### config.mk
export PLATFORM = sky130hd
export DESIGN_NAME = traffic_monitor_flat
export DESIGN_NICKNAME = d
export VERILOG_FILES = /design/src/rtl/traffic_monitor_if.sv /design/src/rtl/traffic_monitor.sv /design/src/flat_wrapper.sv
export SDC_FILE = /design/constraint.sdc
export NUM_CORES = 1
export LEC_CHECK = 0
export CAP_MARGIN = 20
export CORE_MARGIN = 2
export CORE_UTILIZATION = 37
export DETAILED_ROUTE_END_ITERATION = 8
export GPL_TIMING_DRIVEN = 0
export HOLD_SLACK_MARGIN = 0.15
export PLACE_DENSITY = 0.54
export RECOVER_POWER = 100
export SLEW_MARGIN = 10
export SYNTH_ARGS = -nofsm -noshare
export SYNTH_HDL_FRONTEND = slang
export SYNTH_SLANG_ARGS = --single-unit
### constraint.sdc
create_clock -name clk -period 4.39 [get_ports clk]
set_input_delay 1.317 -clock clk [delete_from_list [all_inputs] [get_ports clk]]
set_output_delay 1.317 -clock clk [all_outputs]
set_load 0.01 [all_outputs]
### src/rtl/traffic_monitor_if.sv
// Observation bus between the four-direction light controller and the monitor.
// The controller side (master) drives the light codes; the monitor (slave) reports errors.
interface traffic_monitor_if;
  logic       i_start;
  logic       i_clear;
  logic [3:0] i_e_ct, i_w_ct, i_s_ct, i_n_ct;
  logic [1:0] i_e_wt, i_w_wt, i_s_wt, i_n_wt;
  logic [4:0] o_err_flags;
  logic [3:0] o_err_dir;
  logic       o_err_valid;
  logic [2:0] o_first_err;
  logic [7:0] o_cycle_cnt;

  modport master (
    output i_start, i_clear,
    output i_e_ct, i_w_ct, i_s_ct, i_n_ct,
    output i_e_wt, i_w_wt, i_s_wt, i_n_wt,
    input  o_err_flags, o_err_dir, o_err_valid, o_first_err, o_cycle_cnt
  );

  modport slave (
    input  i_start, i_clear,
    input  i_e_ct, i_w_ct, i_s_ct, i_n_ct,
    input  i_e_wt, i_w_wt, i_s_wt, i_n_wt,
    output o_err_flags, o_err_dir, o_err_valid, o_first_err, o_cycle_cnt
  );
endinterface

### src/rtl/traffic_monitor.sv
// Receive-side checker for four-direction traffic light outputs: per-direction
// encoding/transition/dwell checks plus cross-group conflict and sticky error capture.

module tm_dir_chk #(
  parameter int P_MIN_YELLOW = 2,
  parameter int P_MAX_DWELL  = 80
) (
  input  logic       clk,
  input  logic       reset,
  input  logic       start,
  input  logic [3:0] ct,
  input  logic [1:0] wt,
  output logic       enc_err,
  output logic       tr_err,
  output logic       short_yel,
  output logic       stall,
  output logic       go,
  output logic       red_to_grn
);
  localparam logic [3:0] C_NONE   = 4'b0000;
  localparam logic [3:0] C_GREEN  = 4'b0001;
  localparam logic [3:0] C_LEFT   = 4'b0010;
  localparam logic [3:0] C_YELLOW = 4'b0100;
  localparam logic [3:0] C_RED    = 4'b1000;
  localparam logic [1:0] W_NONE   = 2'b00;
  localparam logic [1:0] W_GREEN  = 2'b01;
  localparam logic [1:0] W_RED    = 2'b10;
  localparam logic [1:0] W_BAD    = 2'b11;
  localparam logic [7:0] MIN_YEL  = 8'(P_MIN_YELLOW);
  localparam logic [7:0] STALL_AT = 8'(P_MAX_DWELL - 1);

  logic [3:0] prev_ct;
  logic [1:0] prev_wt;
  logic [7:0] dwell;
  logic       car_bad, prev_car_bad, wk_bad, chg;

  function automatic logic car_ok(input logic [3:0] c);
    return c inside {C_NONE, C_GREEN, C_LEFT, C_YELLOW, C_RED};
  endfunction

  function automatic logic car_step_ok(input logic [3:0] p, input logic [3:0] c);
    if (p == c) return 1'b1;
    case ({p, c})
      {C_NONE, C_GREEN}, {C_NONE, C_RED}, {C_GREEN, C_YELLOW},
      {C_YELLOW, C_LEFT}, {C_YELLOW, C_RED}, {C_LEFT, C_YELLOW},
      {C_RED, C_GREEN}: return 1'b1;
      default:          return 1'b0;
    endcase
  endfunction

  function automatic logic wk_step_ok(input logic [1:0] p, input logic [1:0] c);
    if (p == c) return 1'b1;
    case ({p, c})
      {W_NONE, W_RED}, {W_NONE, W_GREEN}, {W_RED, W_GREEN},
      {W_GREEN, W_RED}, {W_GREEN, W_NONE}: return 1'b1;
      default:                             return 1'b0;
    endcase
  endfunction

  always_comb begin
    car_bad      = !car_ok(ct);
    prev_car_bad = !car_ok(prev_ct);
    wk_bad       = (wt == W_BAD);
    chg          = (ct != prev_ct);
    enc_err      = car_bad | wk_bad;
    // An illegal code on either side of the step already reports as an encoding fault.
    tr_err       = (!car_bad && !prev_car_bad && !car_step_ok(prev_ct, ct)) ||
                   (!wk_bad && (prev_wt != W_BAD) && !wk_step_ok(prev_wt, wt));
    short_yel    = (prev_ct == C_YELLOW) && chg && (dwell < MIN_YEL);
    // Fires on the edge the counter steps onto the limit, so once per dwell.
    stall        = start && !chg && (ct != C_NONE) && (dwell == STALL_AT);
    go           = (ct == C_GREEN) || (ct == C_LEFT);
    red_to_grn   = (prev_ct == C_RED) && (ct == C_GREEN);
  end

  always_ff @(posedge clk or posedge reset) begin
    if (reset) begin
      prev_ct <= C_NONE;
      prev_wt <= W_NONE;
      dwell   <= '0;
    end else begin
      prev_ct <= ct;
      prev_wt <= wt;
      if (chg)                          dwell <= 8'd1;
      else if (start && dwell != 8'hff) dwell <= dwell + 8'd1;
    end
  end
endmodule

module traffic_monitor #(
  parameter int P_MIN_YELLOW = 2,
  parameter int P_MAX_DWELL  = 80
) (
  input logic               clk,
  input logic               reset,
  traffic_monitor_if.slave  mon
);
  localparam int NUM_DIR = 4;

  // Direction order {N,S,W,E}: index 0 = E, matching the o_err_dir bit order.
  logic [NUM_DIR-1:0][3:0] ct;
  logic [NUM_DIR-1:0][1:0] wt;
  logic [NUM_DIR-1:0]      enc_err, tr_err, short_yel, stall, go, red_to_grn;

  logic [4:0] new_flags, err_flags, keep_flags;
  logic [3:0] new_dir, err_dir, keep_dir;
  logic       conflict, any_new, err_valid, keep_valid;
  logic [2:0] first_code, first_err;
  logic [7:0] cycle_cnt;

  assign ct = {mon.i_n_ct, mon.i_s_ct, mon.i_w_ct, mon.i_e_ct};
  assign wt = {mon.i_n_wt, mon.i_s_wt, mon.i_w_wt, mon.i_e_wt};

  for (genvar g = 0; g < NUM_DIR; g++) begin : g_dir
    tm_dir_chk #(
      .P_MIN_YELLOW (P_MIN_YELLOW),
      .P_MAX_DWELL  (P_MAX_DWELL)
    ) u_dir (
      .clk        (clk),
      .reset      (reset),
      .start      (mon.i_start),
      .ct         (ct[g]),
      .wt         (wt[g]),
      .enc_err    (enc_err[g]),
      .tr_err     (tr_err[g]),
      .short_yel  (short_yel[g]),
      .stall      (stall[g]),
      .go         (go[g]),
      .red_to_grn (red_to_grn[g])
    );
  end

  always_comb begin
    // Group A = {E,S} (bits 0,2), group B = {W,N} (bits 1,3).
    conflict  = (go[0] | go[2]) & (go[1] | go[3]);
    new_flags = {|stall, |short_yel, conflict, |tr_err, |enc_err};
    new_dir   = enc_err | tr_err | short_yel | stall | (conflict ? go : 4'b0000);
    any_new   = |new_flags;
    first_code = 3'd0;
    for (int i = 4; i >= 0; i--)
      if (new_flags[i]) first_code = 3'(i);
    // A clear in the same cycle as a new error acts as if it happened just before it.
    keep_flags = mon.i_clear ? 5'b0 : err_flags;
    keep_dir   = mon.i_clear ? 4'b0 : err_dir;
    keep_valid = mon.i_clear ? 1'b0 : err_valid;
  end

  always_ff @(posedge clk or posedge reset) begin
    if (reset) begin
      err_flags <= '0;
      err_dir   <= '0;
      err_valid <= 1'b0;
      first_err <= '0;
      cycle_cnt <= '0;
    end else begin
      err_flags <= keep_flags | new_flags;
      err_dir   <= keep_dir | new_dir;
      err_valid <= keep_valid | any_new;
      if (!keep_valid && any_new) first_err <= first_code;
      else if (mon.i_clear)       first_err <= '0;
      cycle_cnt <= cycle_cnt + 8'(red_to_grn[0]);
    end
  end

  assign mon.o_err_flags = err_flags;
  assign mon.o_err_dir   = err_dir;
  assign mon.o_err_valid = err_valid;
  assign mon.o_first_err = first_err;
  assign mon.o_cycle_cnt = cycle_cnt;
endmodule
### src/flat_wrapper.sv
// flat-port wrapper written by rule: the top's interface ports become plain ports
module traffic_monitor_flat 
#(
  parameter int P_MIN_YELLOW = 2,
  parameter int P_MAX_DWELL  = 80
)
  (clk, reset, mon_i_start, mon_i_clear, mon_i_e_ct, mon_i_w_ct, mon_i_s_ct, mon_i_n_ct, mon_i_e_wt, mon_i_w_wt, mon_i_s_wt, mon_i_n_wt, mon_o_err_flags, mon_o_err_dir, mon_o_err_valid, mon_o_first_err, mon_o_cycle_cnt);
  traffic_monitor_if mon_i ();
  input logic clk;
  input logic reset;
  input wire logic [$bits(mon_i.i_start)-1:0] mon_i_start;
  input wire logic [$bits(mon_i.i_clear)-1:0] mon_i_clear;
  input wire logic [$bits(mon_i.i_e_ct)-1:0] mon_i_e_ct;
  input wire logic [$bits(mon_i.i_w_ct)-1:0] mon_i_w_ct;
  input wire logic [$bits(mon_i.i_s_ct)-1:0] mon_i_s_ct;
  input wire logic [$bits(mon_i.i_n_ct)-1:0] mon_i_n_ct;
  input wire logic [$bits(mon_i.i_e_wt)-1:0] mon_i_e_wt;
  input wire logic [$bits(mon_i.i_w_wt)-1:0] mon_i_w_wt;
  input wire logic [$bits(mon_i.i_s_wt)-1:0] mon_i_s_wt;
  input wire logic [$bits(mon_i.i_n_wt)-1:0] mon_i_n_wt;
  output wire logic [$bits(mon_i.o_err_flags)-1:0] mon_o_err_flags;
  output wire logic [$bits(mon_i.o_err_dir)-1:0] mon_o_err_dir;
  output wire logic [$bits(mon_i.o_err_valid)-1:0] mon_o_err_valid;
  output wire logic [$bits(mon_i.o_first_err)-1:0] mon_o_first_err;
  output wire logic [$bits(mon_i.o_cycle_cnt)-1:0] mon_o_cycle_cnt;
  assign mon_i.i_start = mon_i_start;
  assign mon_i.i_clear = mon_i_clear;
  assign mon_i.i_e_ct = mon_i_e_ct;
  assign mon_i.i_w_ct = mon_i_w_ct;
  assign mon_i.i_s_ct = mon_i_s_ct;
  assign mon_i.i_n_ct = mon_i_n_ct;
  assign mon_i.i_e_wt = mon_i_e_wt;
  assign mon_i.i_w_wt = mon_i_w_wt;
  assign mon_i.i_s_wt = mon_i_s_wt;
  assign mon_i.i_n_wt = mon_i_n_wt;
  assign mon_o_err_flags = mon_i.o_err_flags;
  assign mon_o_err_dir = mon_i.o_err_dir;
  assign mon_o_err_valid = mon_i.o_err_valid;
  assign mon_o_first_err = mon_i.o_first_err;
  assign mon_o_cycle_cnt = mon_i.o_cycle_cnt;
  traffic_monitor #(.P_MIN_YELLOW(P_MIN_YELLOW), .P_MAX_DWELL(P_MAX_DWELL)) u_core (.clk(clk), .reset(reset), .mon(mon_i));
endmodule
==> results.py <==
metrics = {
    "outcome": {
        "run_status": "complete, no violations",
    },
    "timing": {
        "rsz0062_at_grt": "no",
        "fin_setup_tns_ps": 0,
        "post-route-min-period_ps": 3939,
        "finClkSkew_ps": 4.362,
        "final_hold_viol_count": 0,
        "max_freq_mhz": 253.9,
        "finalSetupViolations": 0,
        "slew-limit-headroom_pct": 10.87,
        "worstMarginPinSlew_ps": 1337,
        "period_share_pct": 89.73,
        "whs_ps": 470.5,
        "slew_violations": 0,
    },
    "run": {
        "drv_cap": 0,
    },
    "global_routing": {
        "first_global_vias": 3370,
        "grt_pass1_wl_mm": 16.53,
        "grt_remaining_overflow": 0,
        "grt_max_degree": 54,
        "antenna_found_initial": 0,
        "track_usage_pct": 16.60,
    },
    "clock_network": {
        "cts_tree": "yes",
        "cts_setup_buffers": 0,
        "cts_resized": 0,
        "cts_buffers": 9,
        "postCtsHoldBufs": 0,
        "clk_pin_slew_ps": 50,
        "clkLatencyLatePin_ps": 340,
        "clock-sinks": 77,
        "htreeDepth": 3,
        "cts-root-buf": "clkbuf_16",
        "cts_buffer_depth": 2,
    },
    "cells_and_area": {
        "areaGrowthSynthToFinish_pct": 21.54,
        "antenna_cells": 0,
        "nets": 534,
        "final_cells": 647,
        "fillers": 1089,
        "drive_above_1_share_pct": 8.730,
        "final_cell_area_um2": 5189,
    },
    "detailed_routing": {
        "drt_wl_total_mm": 9.571,
        "drtAntennaViolNets": 0,
        "drc": 0,
        "via_per_inst": 5.274,
        "wl_per_cell_um": 14.79,
        "dr_total_vias": 3412,
        "drt_iter0_drc": 112,
        "firstDrtPassIters": 4,
    },
    "floorplan": {
        "core.rowCount": 39,
        "initial_core_util_pct": 37.71,
        "dieArea_um2": 12410,
        "core_um2": 11320,
        "die_h_um": 111.4,
        "die_w_um": 111.4,
        "io_pins": 49,
    },
    "yosys": {
        "synth.distinct_cells": 60,
        "syn_area_per_cell_um2": 9.702,
        "synth_ff_type": "dfrtp_1",
        "seq_area_frac_synth_pct": 45.13,
        "syn-instance-count": 440,
        "ys_warn_count": 0,
        "synth-async-reset-ratio_pct": 100.0,
        "ys_ff_latch": 77,
        "synth_edf_count": 0,
        "synthesis.area_um2": 4269,
        "synth.net_count": 474,
    },
    "critical_path": {
        "crit_path_end_kind": "flop",
        "crit_fanout": 10,
        "start_kind": "input port",
        "crit_required_ps": 4620,
        "worstSetupPathType": "input port to flop",
        "worstPathArrival_ps": 4170,
    },
    "power_and_ir_drop": {
        "leakage_nw": 2.038,
        "p_sw_mw": 0.4014,
        "clkPwrFrac_pct": 41.3,
        "intPower_mw": 1.217,
        "power_density_nw_per_um2": 311.9,
        "switching_share_pct": 24.81,
        "combPwrFrac_pct": 12.4,
        "total_power_mw": 1.618,
        "power_frac_seq_pct": 46.4,
        "ir_drop_mv": 0.1547,
    },
    "placed_design": {
        "place_congestion": 0.8034,
        "dpl.cell_count": 632,
        "io_buffers": 48,
        "hpwlAfterDp_mm": 6.965,
        "place_area_um2": 4959,
    },
    "worst_hold_path": {
        "hp-class": "flop to flop",
    },
}
area by class of cell:
class / count / area (um^2) / share of cell area [%]
multi-input cells: 324 / 2131 / 41.07
flip-flops and latches: 77 / 1927 / 37.14
repair buffers: 49 / 485.5 / 9.356
clock buffers: 13 / 250.2 / 4.823
well taps: 143 / 178.9 / 3.448
plain buffers: 27 / 160.2 / 3.087
inverters: 12 / 46.29 / 0.8922
clock inverters: 2 / 10.01 / 0.1929
power groups by stage:
stage / Sequential (mW) / Clock, mW / Combinational [mW]
2_1_floorplan: 0.762 / 0 / 0.128
3_3_place_gp: 0.763 / 0 / 0.207
3_5_place_dp: 0.763 / 0 / 0.213
4_1_cts: 0.751 / 0.692 / 0.214
5_1_grt: 0.753 / 0.724 / 0.224
6_report: 0.751 / 0.668 / 0.200
cell usage in the layout (no fill, tap or decap), types with 3 or more instances in the layout:
cell / instances
or4_1: 6
mux2i_1: 4
nand3_1: 17
nand4_1: 17
clkbuf_1: 14
nor3_1: 10
a21oi_1: 14
clkbuf_16: 9
ha_1: 6
or3_2: 4
xor2_1: 20
and3_1: 6
nor4_1: 14
nand2b_1: 7
dlygate4sd3_1: 47
o221ai_1: 5
o21ai_0: 19
a211oi_1: 3
maj3_1: 3
nand2_1: 21
or3_1: 10
nor4bb_1: 5
nor2_1: 49
nor4b_1: 12
inv_1: 11
buf_6: 4
dfrtp_1: 77
a21o_1: 3
buf_2: 8
xnor2_1: 35
metal layers:
layer | up-vias | share of wire, % | GRT usage, %
li1 | 1711 | - | -
met1 | 1631 | 48 | 22.54
met2 | 55 | 46 | 25.57
met3 | 15 | 3.1 | 2.885
met4 | 0 | 2.5 | 8.642
met5 | - | 0 | 0
critical path, stage by stage:
cell and delay [ps]:
dlygate4sd3_1 540, clkbuf_1 340, xnor2_1 170, nand4_1 140
clkbuf_1 250, nand4_1 130, a21oi_1 70, or4_1 530
nor4_2 290, o21ai_0 190, a22o_1 200
synth_stat cells, types with 4 or more instances:
master,number,area share [%]
dfrtp_1,77,45
nor2_1,49,4.3
xnor2_1,35,7.2
nand2_1,21,1.8
xor2_1,20,4.1
o21ai_0,19,2.2
nand3_1,17,2.0
nand4_1,17,2.5
a21oi_1,14,1.6
nor4_1,14,2.1
inv_1,12,1.1
nor4b_1,12,2.5
buf_2,10,1.2
nor3_1,10,1.2
or3_1,10,1.5
clkbuf_1,9,0.79
nand2b_1,7,1.0
and3_1,6,0.88
ha_1,6,1.8
nor4bb_1,5,1.2
o221ai_1,5,1.0
or4_1,5,0.88
buf_6,4,1.1
mux2i_1,4,0.94
or3_2,4,0.70
logic make-up (layout without fill, tap and decap cells):
kind of cell               Yosys count  in the layout  share of synthesized area, %
AOI/OAI and AO/OA                   61             61                         9.232
buffers and inverters               39            103                         4.865
adders and majority gates            9              9                         2.462
and+or+nand+nor                    195            195                         26.09
DFF                                 77             77                         45.13
xor gates and xnor gates            55             55                         11.28
muxes                                4              4                        0.9379
worst paths after layout:
kind	start	to	slack (ps)	depth (start not counted)
max	mon_i_n_ct[2]	u_core.mon.o_first_err[0]$_DFFE_PP0P_	450	11
min	u_core.mon.o_cycle_cnt[7]$_DFF_PP0_	u_core.mon.o_cycle_cnt[7]$_DFF_PP0_	470	1
max reg2reg	u_core.g_dir[3].u_dir.prev_ct[1]$_DFF_PP0_	u_core.mon.o_first_err[0]$_DFFE_PP0P_	1690	9
min reg2reg	u_core.mon.o_cycle_cnt[7]$_DFF_PP0_	u_core.mon.o_cycle_cnt[7]$_DFF_PP0_	470	1
max in group asynchronous	reset	u_core.g_dir[3].u_dir.dwell[7]$_DFFE_PP0P_	960	3
min in group asynchronous	reset	u_core.g_dir[2].u_dir.dwell[0]$_DFFE_PP0P_	1630	2
registers in the layout, indices dropped and copies added, names as in the netlist:
name,count
u_core.mon.o_cycle_cnt,8
u_core.mon.o_first_err,3
u_core.mon.o_err_dir,4
u_core.mon.o_err_valid,1
u_core.g_dir.u_dir.dwell,32
u_core.g_dir.u_dir.prev_wt,8
u_core.g_dir.u_dir.prev_ct,16
u_core.mon.o_err_flags,5
metrics by stage:
step	setup WS, ps	util (%)
finish	450.7	45.83
global route	256.1	45.83
CTS	648.5	46.10
detailed placement	299.4	43.80
global placement	-265.7	43.53
floorplan	1106	-
(Power assumes the default switching activity.)
